### src/rtl/axi_if_ct_ar_splitter_if.sv
// Command, AXI4 AR and R-monitor signals of the CT read-address splitter.
// Optional statistics outputs exist only with AXI_IF_CT_AR_SPLIT_STAT_EN defined.
interface axi_if_ct_ar_splitter_if #(
    parameter int AXI4_ADD_W      = 64,
    parameter int AXI4_ID_W       = 1,
    parameter int WORD_NB_W       = 16,
    parameter int OUTSTANDING_MAX = 16
);
    localparam int OCNT_W = $clog2(OUTSTANDING_MAX + 1);

    logic [AXI4_ADD_W-1:0] cmd_add;
    logic [WORD_NB_W-1:0]  cmd_word_nb;
    logic                  cmd_vld;
    logic                  cmd_rdy;
    logic                  cmd_done;

    logic [AXI4_ID_W-1:0]  m_axi4_arid;
    logic [AXI4_ADD_W-1:0] m_axi4_araddr;
    logic [7:0]            m_axi4_arlen;
    logic [2:0]            m_axi4_arsize;
    logic [1:0]            m_axi4_arburst;
    logic                  m_axi4_arvalid;
    logic                  m_axi4_arready;

    logic                  m_axi4_rvalid;
    logic                  m_axi4_rready;
    logic                  m_axi4_rlast;

    logic [OCNT_W-1:0]     outstanding_cnt;
    logic                  idle;
`ifdef AXI_IF_CT_AR_SPLIT_STAT_EN
    logic [31:0]           stat_burst_cnt;
    logic [31:0]           stat_page_split_cnt;
`endif

    // Splitter side
    modport master (
        input  cmd_add,
        input  cmd_word_nb,
        input  cmd_vld,
        output cmd_rdy,
        output cmd_done,
        output m_axi4_arid,
        output m_axi4_araddr,
        output m_axi4_arlen,
        output m_axi4_arsize,
        output m_axi4_arburst,
        output m_axi4_arvalid,
        input  m_axi4_arready,
        input  m_axi4_rvalid,
        input  m_axi4_rready,
        input  m_axi4_rlast,
        output outstanding_cnt,
`ifdef AXI_IF_CT_AR_SPLIT_STAT_EN
        output stat_burst_cnt,
        output stat_page_split_cnt,
`endif
        output idle
    );

    // Load controller / AXI slave side
    modport slave (
        output cmd_add,
        output cmd_word_nb,
        output cmd_vld,
        input  cmd_rdy,
        input  cmd_done,
        input  m_axi4_arid,
        input  m_axi4_araddr,
        input  m_axi4_arlen,
        input  m_axi4_arsize,
        input  m_axi4_arburst,
        input  m_axi4_arvalid,
        output m_axi4_arready,
        output m_axi4_rvalid,
        output m_axi4_rready,
        output m_axi4_rlast,
        input  outstanding_cnt,
`ifdef AXI_IF_CT_AR_SPLIT_STAT_EN
        input  stat_burst_cnt,
        input  stat_page_split_cnt,
`endif
        input  idle
    );
endinterface

### src/rtl/axi_if_ct_ar_splitter.sv
// Splits a CT read command into page-safe AXI4 AR bursts with an outstanding-burst throttle.
// Define AXI_IF_CT_AR_SPLIT_STAT_EN to add saturating burst / page-split statistics counters.
module axi_if_ct_ar_splitter #(
    parameter int AXI4_ADD_W      = 64,
    parameter int AXI4_ID_W       = 1,
    parameter int AXI4_DATA_W     = 512,
    parameter int PAGE_BYTES      = 4096,
    parameter int AXI4_LEN_MAX    = (((PAGE_BYTES / (AXI4_DATA_W / 8)) < 256) ?
                                     (PAGE_BYTES / (AXI4_DATA_W / 8)) : 256) - 1,
    parameter int WORD_NB_W       = 16,
    parameter int OUTSTANDING_MAX = 16,
    parameter int AXI_ID          = 0
) (
    input  logic                     clk,
    input  logic                     a_rst,
    axi_if_ct_ar_splitter_if.master  bus
);
    localparam int DATA_BYTES = AXI4_DATA_W / 8;
    localparam int WORD_LSB   = $clog2(DATA_BYTES);
    localparam int PAGE_WORDS = PAGE_BYTES / DATA_BYTES;
    localparam int OCNT_W     = $clog2(OUTSTANDING_MAX + 1);
    localparam int CW         = (AXI4_ADD_W > WORD_NB_W) ? AXI4_ADD_W : WORD_NB_W + 1;
    localparam logic [AXI4_ADD_W-1:0] WORD_MASK = AXI4_ADD_W'(DATA_BYTES - 1);

    typedef enum logic {IDLE = 1'b0, SPLIT = 1'b1} state_t;

    state_t                state_q, state_d;
    logic [AXI4_ADD_W-1:0] addr_q;
    logic [WORD_NB_W-1:0]  rem_q;
    logic [OCNT_W-1:0]     ocnt_q;
    logic                  done_q;

    logic                  cmd_rdy_c, arvalid_c, idle_c;
    logic [CW-1:0]         page_off, room, rem_w, cap, bw;
    logic                  last_burst;
    logic                  cmd_hs, ar_hs, r_hs;

    function automatic logic [CW-1:0] min3(input logic [CW-1:0] a,
                                           input logic [CW-1:0] b,
                                           input logic [CW-1:0] c);
        logic [CW-1:0] m;
        m = (a < b) ? a : b;
        return (m < c) ? m : c;
    endfunction

    // Decrement floors at zero so rlast beats of bursts lost to a reset are harmless
    function automatic logic [OCNT_W-1:0] ocnt_next(input logic [OCNT_W-1:0] cnt,
                                                   input logic inc,
                                                   input logic dec);
        logic [OCNT_W-1:0] r;
        r = cnt;
        if (inc && !dec)
            r = cnt + OCNT_W'(1);
        else if (dec && !inc && cnt != '0)
            r = cnt - OCNT_W'(1);
        return r;
    endfunction

    // Burst sizing from registered address and remaining count only, so the
    // AR payload holds steady while arready is low
    always_comb begin
        page_off   = (CW'(addr_q) & CW'(PAGE_BYTES - 1)) >> WORD_LSB;
        room       = CW'(PAGE_WORDS) - page_off;
        rem_w      = CW'(rem_q);
        cap        = CW'(AXI4_LEN_MAX + 1);
        bw         = min3(rem_w, room, cap);
        last_burst = (bw == rem_w);
    end

    assign cmd_hs = bus.cmd_vld && cmd_rdy_c;
    assign ar_hs  = arvalid_c && bus.m_axi4_arready;
    assign r_hs   = bus.m_axi4_rvalid && bus.m_axi4_rready && bus.m_axi4_rlast;

    always_ff @(posedge clk or posedge a_rst) begin
        if (a_rst)
            state_q <= IDLE;
        else
            state_q <= state_d;
    end

    always_comb begin
        state_d = state_q;
        case (state_q)
            IDLE:    if (cmd_hs && bus.cmd_word_nb != '0) state_d = SPLIT;
            SPLIT:   if (ar_hs && last_burst)             state_d = IDLE;
            default: state_d = IDLE;
        endcase
    end

    always_comb begin
        cmd_rdy_c = (state_q == IDLE);
        arvalid_c = (state_q == SPLIT) && (ocnt_q < OCNT_W'(OUTSTANDING_MAX));
        idle_c    = (state_q == IDLE) && (ocnt_q == '0);
    end

    always_ff @(posedge clk or posedge a_rst) begin
        if (a_rst) begin
            addr_q <= '0;
            rem_q  <= '0;
        end else if (cmd_hs) begin
            addr_q <= bus.cmd_add & ~WORD_MASK;
            rem_q  <= bus.cmd_word_nb;
        end else if (ar_hs) begin
            addr_q <= addr_q + AXI4_ADD_W'(bw << WORD_LSB);
            rem_q  <= rem_q - WORD_NB_W'(bw);
        end
    end

    // Done fires for an empty command at acceptance, otherwise on the final AR
    always_ff @(posedge clk or posedge a_rst) begin
        if (a_rst) begin
            done_q <= 1'b0;
            ocnt_q <= '0;
        end else begin
            done_q <= (cmd_hs && bus.cmd_word_nb == '0) || (ar_hs && last_burst);
            ocnt_q <= ocnt_next(ocnt_q, ar_hs, r_hs);
        end
    end

    assign bus.cmd_rdy         = cmd_rdy_c;
    assign bus.cmd_done        = done_q;
    assign bus.m_axi4_arid     = AXI4_ID_W'(AXI_ID);
    assign bus.m_axi4_araddr   = addr_q;
    assign bus.m_axi4_arlen    = 8'(bw - CW'(1));
    assign bus.m_axi4_arsize   = 3'(WORD_LSB);
    assign bus.m_axi4_arburst  = 2'b01;
    assign bus.m_axi4_arvalid  = arvalid_c;
    assign bus.outstanding_cnt = ocnt_q;
    assign bus.idle            = idle_c;

`ifdef AXI_IF_CT_AR_SPLIT_STAT_EN
    logic        page_limited;
    logic [31:0] stat_burst_q;
    logic [31:0] stat_split_q;

    function automatic logic [31:0] sat_inc32(input logic [31:0] v);
        return (v == 32'hFFFF_FFFF) ? v : v + 32'd1;
    endfunction

    // Page-limited means the boundary, not the remaining count or the length cap, set bw
    assign page_limited = (room < rem_w) && (room < cap);

    always_ff @(posedge clk or posedge a_rst) begin
        if (a_rst) begin
            stat_burst_q <= '0;
            stat_split_q <= '0;
        end else if (ar_hs) begin
            stat_burst_q <= sat_inc32(stat_burst_q);
            if (page_limited)
                stat_split_q <= sat_inc32(stat_split_q);
        end
    end

    assign bus.stat_burst_cnt      = stat_burst_q;
    assign bus.stat_page_split_cnt = stat_split_q;
`endif

`ifndef SYNTHESIS
    a_cmd_add_aligned: assert property (@(posedge clk) disable iff (a_rst)
        cmd_hs |-> ((bus.cmd_add & WORD_MASK) == '0))
        else $error("cmd_add has nonzero bits below the AXI word size");
`endif
endmodule

### src/flat_wrapper.sv
// flat-port wrapper written by rule: the top's interface ports become plain ports
module axi_if_ct_ar_splitter_flat 
#(
    parameter int AXI4_ADD_W      = 64,
    parameter int AXI4_ID_W       = 1,
    parameter int AXI4_DATA_W     = 512,
    parameter int PAGE_BYTES      = 4096,
    parameter int AXI4_LEN_MAX    = (((PAGE_BYTES / (AXI4_DATA_W / 8)) < 256) ?
                                     (PAGE_BYTES / (AXI4_DATA_W / 8)) : 256) - 1,
    parameter int WORD_NB_W       = 16,
    parameter int OUTSTANDING_MAX = 16,
    parameter int AXI_ID          = 0
)
  (clk, a_rst, bus_cmd_add, bus_cmd_word_nb, bus_cmd_vld, bus_cmd_rdy, bus_cmd_done, bus_m_axi4_arid, bus_m_axi4_araddr, bus_m_axi4_arlen, bus_m_axi4_arsize, bus_m_axi4_arburst, bus_m_axi4_arvalid, bus_m_axi4_arready, bus_m_axi4_rvalid, bus_m_axi4_rready, bus_m_axi4_rlast, bus_outstanding_cnt, bus_idle);
  axi_if_ct_ar_splitter_if #(.AXI4_ADD_W(AXI4_ADD_W), .AXI4_ID_W(AXI4_ID_W), .WORD_NB_W(WORD_NB_W), .OUTSTANDING_MAX(OUTSTANDING_MAX)) bus_i ();
  input  logic clk;
  input  logic a_rst;
  input wire logic [$bits(bus_i.cmd_add)-1:0] bus_cmd_add;
  input wire logic [$bits(bus_i.cmd_word_nb)-1:0] bus_cmd_word_nb;
  input wire logic [$bits(bus_i.cmd_vld)-1:0] bus_cmd_vld;
  output wire logic [$bits(bus_i.cmd_rdy)-1:0] bus_cmd_rdy;
  output wire logic [$bits(bus_i.cmd_done)-1:0] bus_cmd_done;
  output wire logic [$bits(bus_i.m_axi4_arid)-1:0] bus_m_axi4_arid;
  output wire logic [$bits(bus_i.m_axi4_araddr)-1:0] bus_m_axi4_araddr;
  output wire logic [$bits(bus_i.m_axi4_arlen)-1:0] bus_m_axi4_arlen;
  output wire logic [$bits(bus_i.m_axi4_arsize)-1:0] bus_m_axi4_arsize;
  output wire logic [$bits(bus_i.m_axi4_arburst)-1:0] bus_m_axi4_arburst;
  output wire logic [$bits(bus_i.m_axi4_arvalid)-1:0] bus_m_axi4_arvalid;
  input wire logic [$bits(bus_i.m_axi4_arready)-1:0] bus_m_axi4_arready;
  input wire logic [$bits(bus_i.m_axi4_rvalid)-1:0] bus_m_axi4_rvalid;
  input wire logic [$bits(bus_i.m_axi4_rready)-1:0] bus_m_axi4_rready;
  input wire logic [$bits(bus_i.m_axi4_rlast)-1:0] bus_m_axi4_rlast;
  output wire logic [$bits(bus_i.outstanding_cnt)-1:0] bus_outstanding_cnt;
  output wire logic [$bits(bus_i.idle)-1:0] bus_idle;
  assign bus_i.cmd_add = bus_cmd_add;
  assign bus_i.cmd_word_nb = bus_cmd_word_nb;
  assign bus_i.cmd_vld = bus_cmd_vld;
  assign bus_cmd_rdy = bus_i.cmd_rdy;
  assign bus_cmd_done = bus_i.cmd_done;
  assign bus_m_axi4_arid = bus_i.m_axi4_arid;
  assign bus_m_axi4_araddr = bus_i.m_axi4_araddr;
  assign bus_m_axi4_arlen = bus_i.m_axi4_arlen;
  assign bus_m_axi4_arsize = bus_i.m_axi4_arsize;
  assign bus_m_axi4_arburst = bus_i.m_axi4_arburst;
  assign bus_m_axi4_arvalid = bus_i.m_axi4_arvalid;
  assign bus_i.m_axi4_arready = bus_m_axi4_arready;
  assign bus_i.m_axi4_rvalid = bus_m_axi4_rvalid;
  assign bus_i.m_axi4_rready = bus_m_axi4_rready;
  assign bus_i.m_axi4_rlast = bus_m_axi4_rlast;
  assign bus_outstanding_cnt = bus_i.outstanding_cnt;
  assign bus_idle = bus_i.idle;
  axi_if_ct_ar_splitter #(.AXI4_ADD_W(AXI4_ADD_W), .AXI4_ID_W(AXI4_ID_W), .AXI4_DATA_W(AXI4_DATA_W), .PAGE_BYTES(PAGE_BYTES), .AXI4_LEN_MAX(AXI4_LEN_MAX), .WORD_NB_W(WORD_NB_W), .OUTSTANDING_MAX(OUTSTANDING_MAX), .AXI_ID(AXI_ID)) u_core (.clk(clk), .a_rst(a_rst), .bus(bus_i));
endmodule
### config.mk
export PLATFORM = sky130hd
export DESIGN_NAME = axi_if_ct_ar_splitter_flat
export DESIGN_NICKNAME = d
export VERILOG_FILES = /design/src/rtl/axi_if_ct_ar_splitter_if.sv /design/src/rtl/axi_if_ct_ar_splitter.sv /design/src/flat_wrapper.sv
export SDC_FILE = /design/constraint.sdc
export NUM_CORES = 1
export LEC_CHECK = 0
export ABC_CLOCK_PERIOD_IN_PS = 7000
export BUFFER_PORTS_ARGS = -buffer_cell sky130_fd_sc_hd__buf_2
export CORE_ASPECT_RATIO = 2
export CORE_MARGIN = 5
export CORE_UTILIZATION = 54
export CTS_CLUSTER_SIZE = 24
export DETAILED_ROUTE_END_ITERATION = 12
export HOLD_SLACK_MARGIN = 0.02
export PLACE_DENSITY = 0.83
export RECOVER_POWER = 100
export SYNTH_ARGS = -nofsm -noshare
export SYNTH_HDL_FRONTEND = slang
export SYNTH_SLANG_ARGS = --single-unit
### constraint.sdc
create_clock -name clk -period 7 [get_ports clk]
set_input_delay 0.35 -clock clk [delete_from_list [all_inputs] [get_ports clk]]
set_output_delay 0.35 -clock clk [all_outputs]
set_load 0.01 [all_outputs]
; ---- Word-level counts from Yosys, hierarchy flattened
; Cells that the tools add are included.
[classes]
n_addsub = 6
order_cmp = 3
eq_ne = 1
mux = 11
bitwise_logic = 1
n_reduce_logical = 21
[ops]
columns = cell, count
row1 = 64-bit 2-to-1 mux, 4
row2 = 64-bit adder, 1
row3 = 64-bit by 16-bit equality test with 1-bit output, 1
row4 = 16-bit by 64-bit less-than comparator with 1-bit output, 1
row5 = "64-bit by 7-bit less-than comparator with 1-bit output, second input constant", 1
row6 = 16-bit 2-to-1 mux, 2
row7 = 16-bit logical NOT, 1
row8 = 16-bit nonzero test, 1
row9 = 16-bit subtractor, 1
row10 = 1-bit logical AND, 12
row11 = 5-bit 2-to-1 mux, 2
row12 = "7-bit by 6-bit subtractor with 8-bit output, first input constant", 1
row13 = "8-bit by 1-bit subtractor with 8-bit output, second input constant", 1
row14 = "5-bit by 1-bit adder with 5-bit output, second input constant", 1
row15 = 5-bit logical NOT, 1
row16 = "5-bit less-than comparator, second input constant", 1
row17 = 5-bit nonzero test, 1
row18 = "5-bit by 1-bit subtractor with 5-bit output, second input constant", 1
row19 = 2-bit nonzero test, 2
row20 = 1-bit logical NOT, 2
row21 = 1-bit 2-to-1 mux, 2
row22 = 1-bit one-hot mux with 2 select lines, 1
row23 = 1-bit logical OR, 1
row24 = 1-bit inverter, 1
[word_totals]
reg_bits = 87

; ---- Longest topological paths before layout
[depth]
ltp_word = 9
mapped_depth = 25
ltp_nobuf = 22

; ---- Least setup slack after synthesis
; OpenSTA, ideal clock, no wires.
[synth_path]
kind = register to register
startpoint = register u_core.addr_q[7], in the netlist u_core.bus.m_axi4_araddr[7]
endpoint = register u_core.addr_q[29], in the netlist u_core.bus.m_axi4_araddr[29]
setup_ns = 0.116
arrival_ns = 5.058
required_time_ns = 6.884
slack_ns = 1.826
stages_incl_launch_ff = 26
synth_period_minus_slack_ns = 5.174
path_cell_list = dfrtp_1 -> nor3_1 -> nor3b_1 -> xnor2_1 -> inv_1 -> ha_1 -> a21o_1 -> a211oi_1 -> o31a_1 -> buf_2 -> buf_2 -> mux2i_1 -> inv_1 -> nand2b_1 -> inv_1 -> ha_1 -> a211o_1 -> a2111oi_2 -> o21ai_2 -> a41oi_2 -> o311ai_2 -> buf_4 -> buf_2 -> a21oi_1 -> o21ai_0 -> o311ai_0
[synth_via]
elab_chain_cells = 8
[synth_rtl]
columns = item, line_no
row1 = start: declaration, axi_if_ct_ar_splitter.sv:28  ; logic [AXI4_ADD_W-1:0] addr_q;
row2 = start signal: assignment, axi_if_ct_ar_splitter.sv:101  ; addr_q <= bus.cmd_add & ~WORD_MASK;
row3 = start signal: assignment, axi_if_ct_ar_splitter.sv:104  ; addr_q <= addr_q + AXI4_ADD_W'(bw << WORD_LSB);
row4 = 7-bit by 6-bit subtractor with 8-bit output, axi_if_ct_ar_splitter.sv:63  ; room = CW'(PAGE_WORDS) - page_off;
row5 = 16-bit by 64-bit less-than comparator with 1-bit output, axi_if_ct_ar_splitter.sv:42  ; m = (a < b) ? a : b;
row6 = 64-bit 2-to-1 mux, axi_if_ct_ar_splitter.sv:42
row7 = 64-bit by 7-bit less-than comparator with 1-bit output, axi_if_ct_ar_splitter.sv:43  ; return (m < c) ? m : c;
row8 = 64-bit 2-to-1 mux, axi_if_ct_ar_splitter.sv:43
row9 = 64-bit adder *, axi_if_ct_ar_splitter.sv:104
row10 = 64-bit 2-to-1 mux *, axi_if_ct_ar_splitter.sv:103  ; end else if (ar_hs) begin
row11 = 64-bit 2-to-1 mux *, axi_if_ct_ar_splitter.sv:100  ; end else if (cmd_hs) begin
; Mark *: on every way between the ends. The rest lies on a longest branch, timed or not. The select of a mux whose other input is x is not followed.
; A chain may end at the register's enable or synchronous reset.

; ---- Worst setup path after layout
[layout_path]
startpoint = register u_core.addr_q[7], in the netlist u_core.bus.m_axi4_araddr[7]
endpoint = register u_core.addr_q[43], in the netlist u_core.bus.m_axi4_araddr[43]
; Same word-level chain as after synthesis.

==> results by group <==
Run status
  – Status: finished with violations
  – Failing checks: max-capacitance violations, max-slew violations

Setup path
  – Startpoint types: flip-flop
  – CP Data Required Time: 7.25 ns
  – R2R Path End: u_core.bus.m_axi4_araddr[43]$_DFFE_PP0P_
  – Critical Path AT: 6.60 ns
  – R2r setup slk: 0.66 ns
  – Crit Path Max Fanout: 22
  – Crit end category: flip-flop
  – Worst Reg2Reg Path Length in Cells: 22
  – Setup Crit Path Kind: flip-flop to flip-flop
  – Reg2reg start: u_core.bus.m_axi4_araddr[7]$_DFFE_PP0P_

Power and ir drop
  – Pwr Density: 498 nW/µm²
  – Reg power frac: 25.6%
  – Net Switching: 1.79 mW
  – Overall Power: 3.72 mW
  – Clock network fraction of design power: 13.0%
  – Internal cell power: 1.93 mW
  – Sw Ratio: 48.2%
  – Max VDD drop: 0.355 mV
  – Comb power frac: 61.4%
  – Leak Pwr: 3.33 nW

Floorplan
  – Die outline area: 14200 µm²
  – Top-Level Pins: 174
  – Core area: 11600 µm²
  – Initial core utilization: 54.7%
  – Die Span Y: 163 µm
  – Row count: 56
  – Die Wd: 86.7 µm

Yosys
  – Post-Syn Area: 6360 µm²
  – Largest family of logic cells by synthesized area: compound AO/OA/AOI/OAI gates
  – Post-Synthesis Cells: 744
  – Synthesis Warnings: 0
  – Simple-Gate Fraction of Synth Area: 19.6%
  – #FFs+latches synth: 81
  – Post-synthesis xor/xnor area fraction: 5.24%
  – Post-synthesis mux area share: 1.61%
  – Count of flip-flops with a built-in enable after synthesis: 0
  – Seq/Total Area, Yosys: 31.9%
  – Ranking of synthesized cells by area: dfrtp_1 (32%), ha_1 (8.7%), nand2_1 (4.4%), o21ai_0 (3.9%), a21oi_1 (3.5%)
  – Synth area leader: dfrtp_1
  – Yosys top cell area share: 31.9%
  – Mean area per synthesized cell: 8.54 µm²
  – Most used DFF post-synth: dfrtp_1
  – Async set-reset flop share out of synthesis: 100%
  – Complex-gate fraction of the synthesized area: 26.2%
  – Adder-cell share of the synthesized area: 9.60%
  – Yosys cell types: 71

Placement
  – HPWL Detailed: 14100 µm
  – Placer Congestion: 0.946
  – Port bufs: 155
  – Dpl cell area: 7270 µm²

Detailed routing
  – Via count: 6523
  – Drt total wl: 19200 µm
  – Detail Route Antenna Nets: 0
  – Wire per inst: 18.3 µm
  – Vias per inst: 6.21
  – Drt first pass iters: 4
  – DRC violations left: 0
  – 1st-iter DRT viols: 309

STA
  – Hold Worst Slack: 0.219 ns
  – Setup TNS: 0 ns
  – Worst slew margin relative to its limit: -204%
  – Final hold viol count: 0
  – Min Tclk post-route: 6.34 ns
  – RSZ-0062 raised after global routing: no
  – Fmax: 158 MHz
  – Setup violations, final: 0
  – Tcrit/Tclk final: 90.6%
  – Clock skew: 0.0153 ns
  – Worst slew pin tran: 4.57 ns
  – Pins Over Slew Limit: 158

Clock network
  – Total clock sinks: 81
  – Post-CTS Resized: 0
  – CTS root buf: clkbuf_16
  – Post-CTS Repair Setup Buffers: 0
  – H-tree lvl count: 3
  – CTS tree: done
  – CTS Hold Bufs: 0
  – Inserted Clock Buffers: 9
  – Clock insertion delay at the later pin of the skew report: 0.34 ns
  – Clk slew on worst S/H paths: 0.07 ns
  – CTS Buffer Depth: 2

Layout
  – Filler cells: 1150
  – Nets@finish: 1033
  – Fin area: 7460 µm²
  – Core Util, Final: 64.1%
  – Share of layout cells above drive strength 1: 13.7%
  – Area growth syn-to-layout: 17.3%
  – Most common cell after layout, fill and taps aside: dfrtp_1
  – Most frequent cells in the layout: dfrtp_1 (81), buf_2 (80), clkbuf_1 (79)

Hold path
  – Hold endpoint: u_core.bus.m_axi4_araddr[42]$_DFFE_PP0P_
  – WHS Path Cells: 2
  – Hold Path Origin: bus_cmd_add[42]
  – Hold Path Class: input pin to flip-flop

Global route
  – Largest net degree at the start of global routing: 82
  – First-pass GRT wire length: 30500 µm
  – Initial antenna violation count: 1
  – Number of global-route vias before repair: 6456
  – Grt total ovfl: 0
  – Global Route Usage Sum: 26.8%

Run
  – Max-cap violation count: 2
## kinds of logic (layout without fill, tap and decap cells)
kind of cell	after synthesis	after routing
simple gates	246	246
xor+xnor	38	38
fa+ha+maj	47	47
flops	81	81
compound gates	239	239
buf+inv	81	212
other cells	2	32
mux	10	10
## worst max-delay path, cell delays in order, from the launching register on
cell and delay [ns]:
dfrtp_1 0.47, nor3_1 0.31, nor3b_1 0.27, xnor2_1 0.22, inv_1 0.11, ha_1 0.31, a21o_1 0.16, a211oi_1 0.24
o31a_1 0.57, mux2i_1 0.52, inv_1 0.15, nand2b_1 0.22, inv_1 0.11, ha_1 0.31, a211o_1 0.16, a2111oi_2 0.09
o21ai_0 0.37, a41oi_2 0.23, o311ai_2 0.32, buf_4 0.31, nand2_1 0.20, or4_1 0.51, nand3_1 0.10
## flip-flops by register name (all words and copies together), names as in the netlist
name / count
u_core.bus.m_axi4_araddr: 58
u_core.bus.outstanding_cnt: 5
u_core.rem_q: 16
u_core.state_q: 1
u_core.bus.cmd_done: 1
## metal layers
metal	track usage, %	routed length (µm)	up-vias
met5	0	0	-
met4	17.0	1080	0
met3	4.04	1150	76
met2	48.2	10200	262
met1	28.4	6800	3114
li1	-	-	3071
## power by group through the flow
stage	Clock [mW]	Combinational [mW]	Sequential, mW
after global placement	0	2.27	0.936
final	0.485	2.28	0.951
after detailed placement	0	2.32	0.946
after floorplan	0	1.65	0.945
after CTS	0.492	2.34	0.939
after global routing	0.510	2.55	0.983
## cells in the mapped netlist, types with 3 or more instances
cell,n
dfrtp_1,81
nand2_1,75
o21ai_0,49
a21oi_1,44
ha_1,44
nor2_1,40
inv_1,33
nand3_1,33
clkbuf_1,30
a22oi_1,27
xnor2_1,21
a21o_1,18
and3_1,17
xor2_1,17
nand4_1,16
o211ai_1,16
buf_4,13
nor3_1,12
a31oi_1,11
o311ai_0,10
or4_1,9
mux2i_1,8
nor4_1,8
a221o_1,7
nand2b_1,7
or3_1,7
nor2b_1,6
a211oi_1,5
buf_2,4
o21a_1,4
o21bai_1,4
o31ai_1,4
a221oi_1,3
a31o_2,3
a32oi_1,3
and2_1,3
fa_1,3
o221ai_1,3
or3b_1,3
## area by class of cell
type | count | area, µm² | share of cell area (%)
Antenna cell | 1 | 2.50 | 0.0336
Clock buffer | 12 | 246 | 3.30
Clock inverter | 4 | 52.6 | 0.705
Inverter | 33 | 125 | 1.68
Multi-Input combinational cell | 611 | 4090 | 54.8
Sequential cell | 81 | 2030 | 27.2
Tap cell | 145 | 181 | 2.43
Timing Repair Buffer | 163 | 734 | 9.85
## metrics by stage
step                std cells  setup slack (ns)
finish                   1050             0.657
global route             1050             0.151
CTS                      1049             0.795
detailed placement       1033             0.828
global placement         1033             0.941
floorplan                 773              1.83
## worst max-delay path by stage
stage                                            startpoint                                  endpoint  slack, ns  depth (start not counted)
floorplan           u_core.bus.m_axi4_araddr[7]$_DFFE_PP0P_  u_core.bus.m_axi4_araddr[29]$_DFFE_PP0P_       1.83                         25
global placement    u_core.bus.m_axi4_araddr[7]$_DFFE_PP0P_  u_core.bus.m_axi4_araddr[44]$_DFFE_PP0P_       0.94                         21
detailed placement  u_core.bus.m_axi4_araddr[7]$_DFFE_PP0P_  u_core.bus.m_axi4_araddr[44]$_DFFE_PP0P_       0.83                         21
CTS                 u_core.bus.m_axi4_araddr[7]$_DFFE_PP0P_  u_core.bus.m_axi4_araddr[44]$_DFFE_PP0P_       0.80                         21
global route        u_core.bus.m_axi4_araddr[7]$_DFFE_PP0P_  u_core.bus.m_axi4_araddr[23]$_DFFE_PP0P_       0.15                         22
finish              u_core.bus.m_axi4_araddr[7]$_DFFE_PP0P_  u_core.bus.m_axi4_araddr[43]$_DFFE_PP0P_       0.66                         22
(Power assumes the default switching activity.)
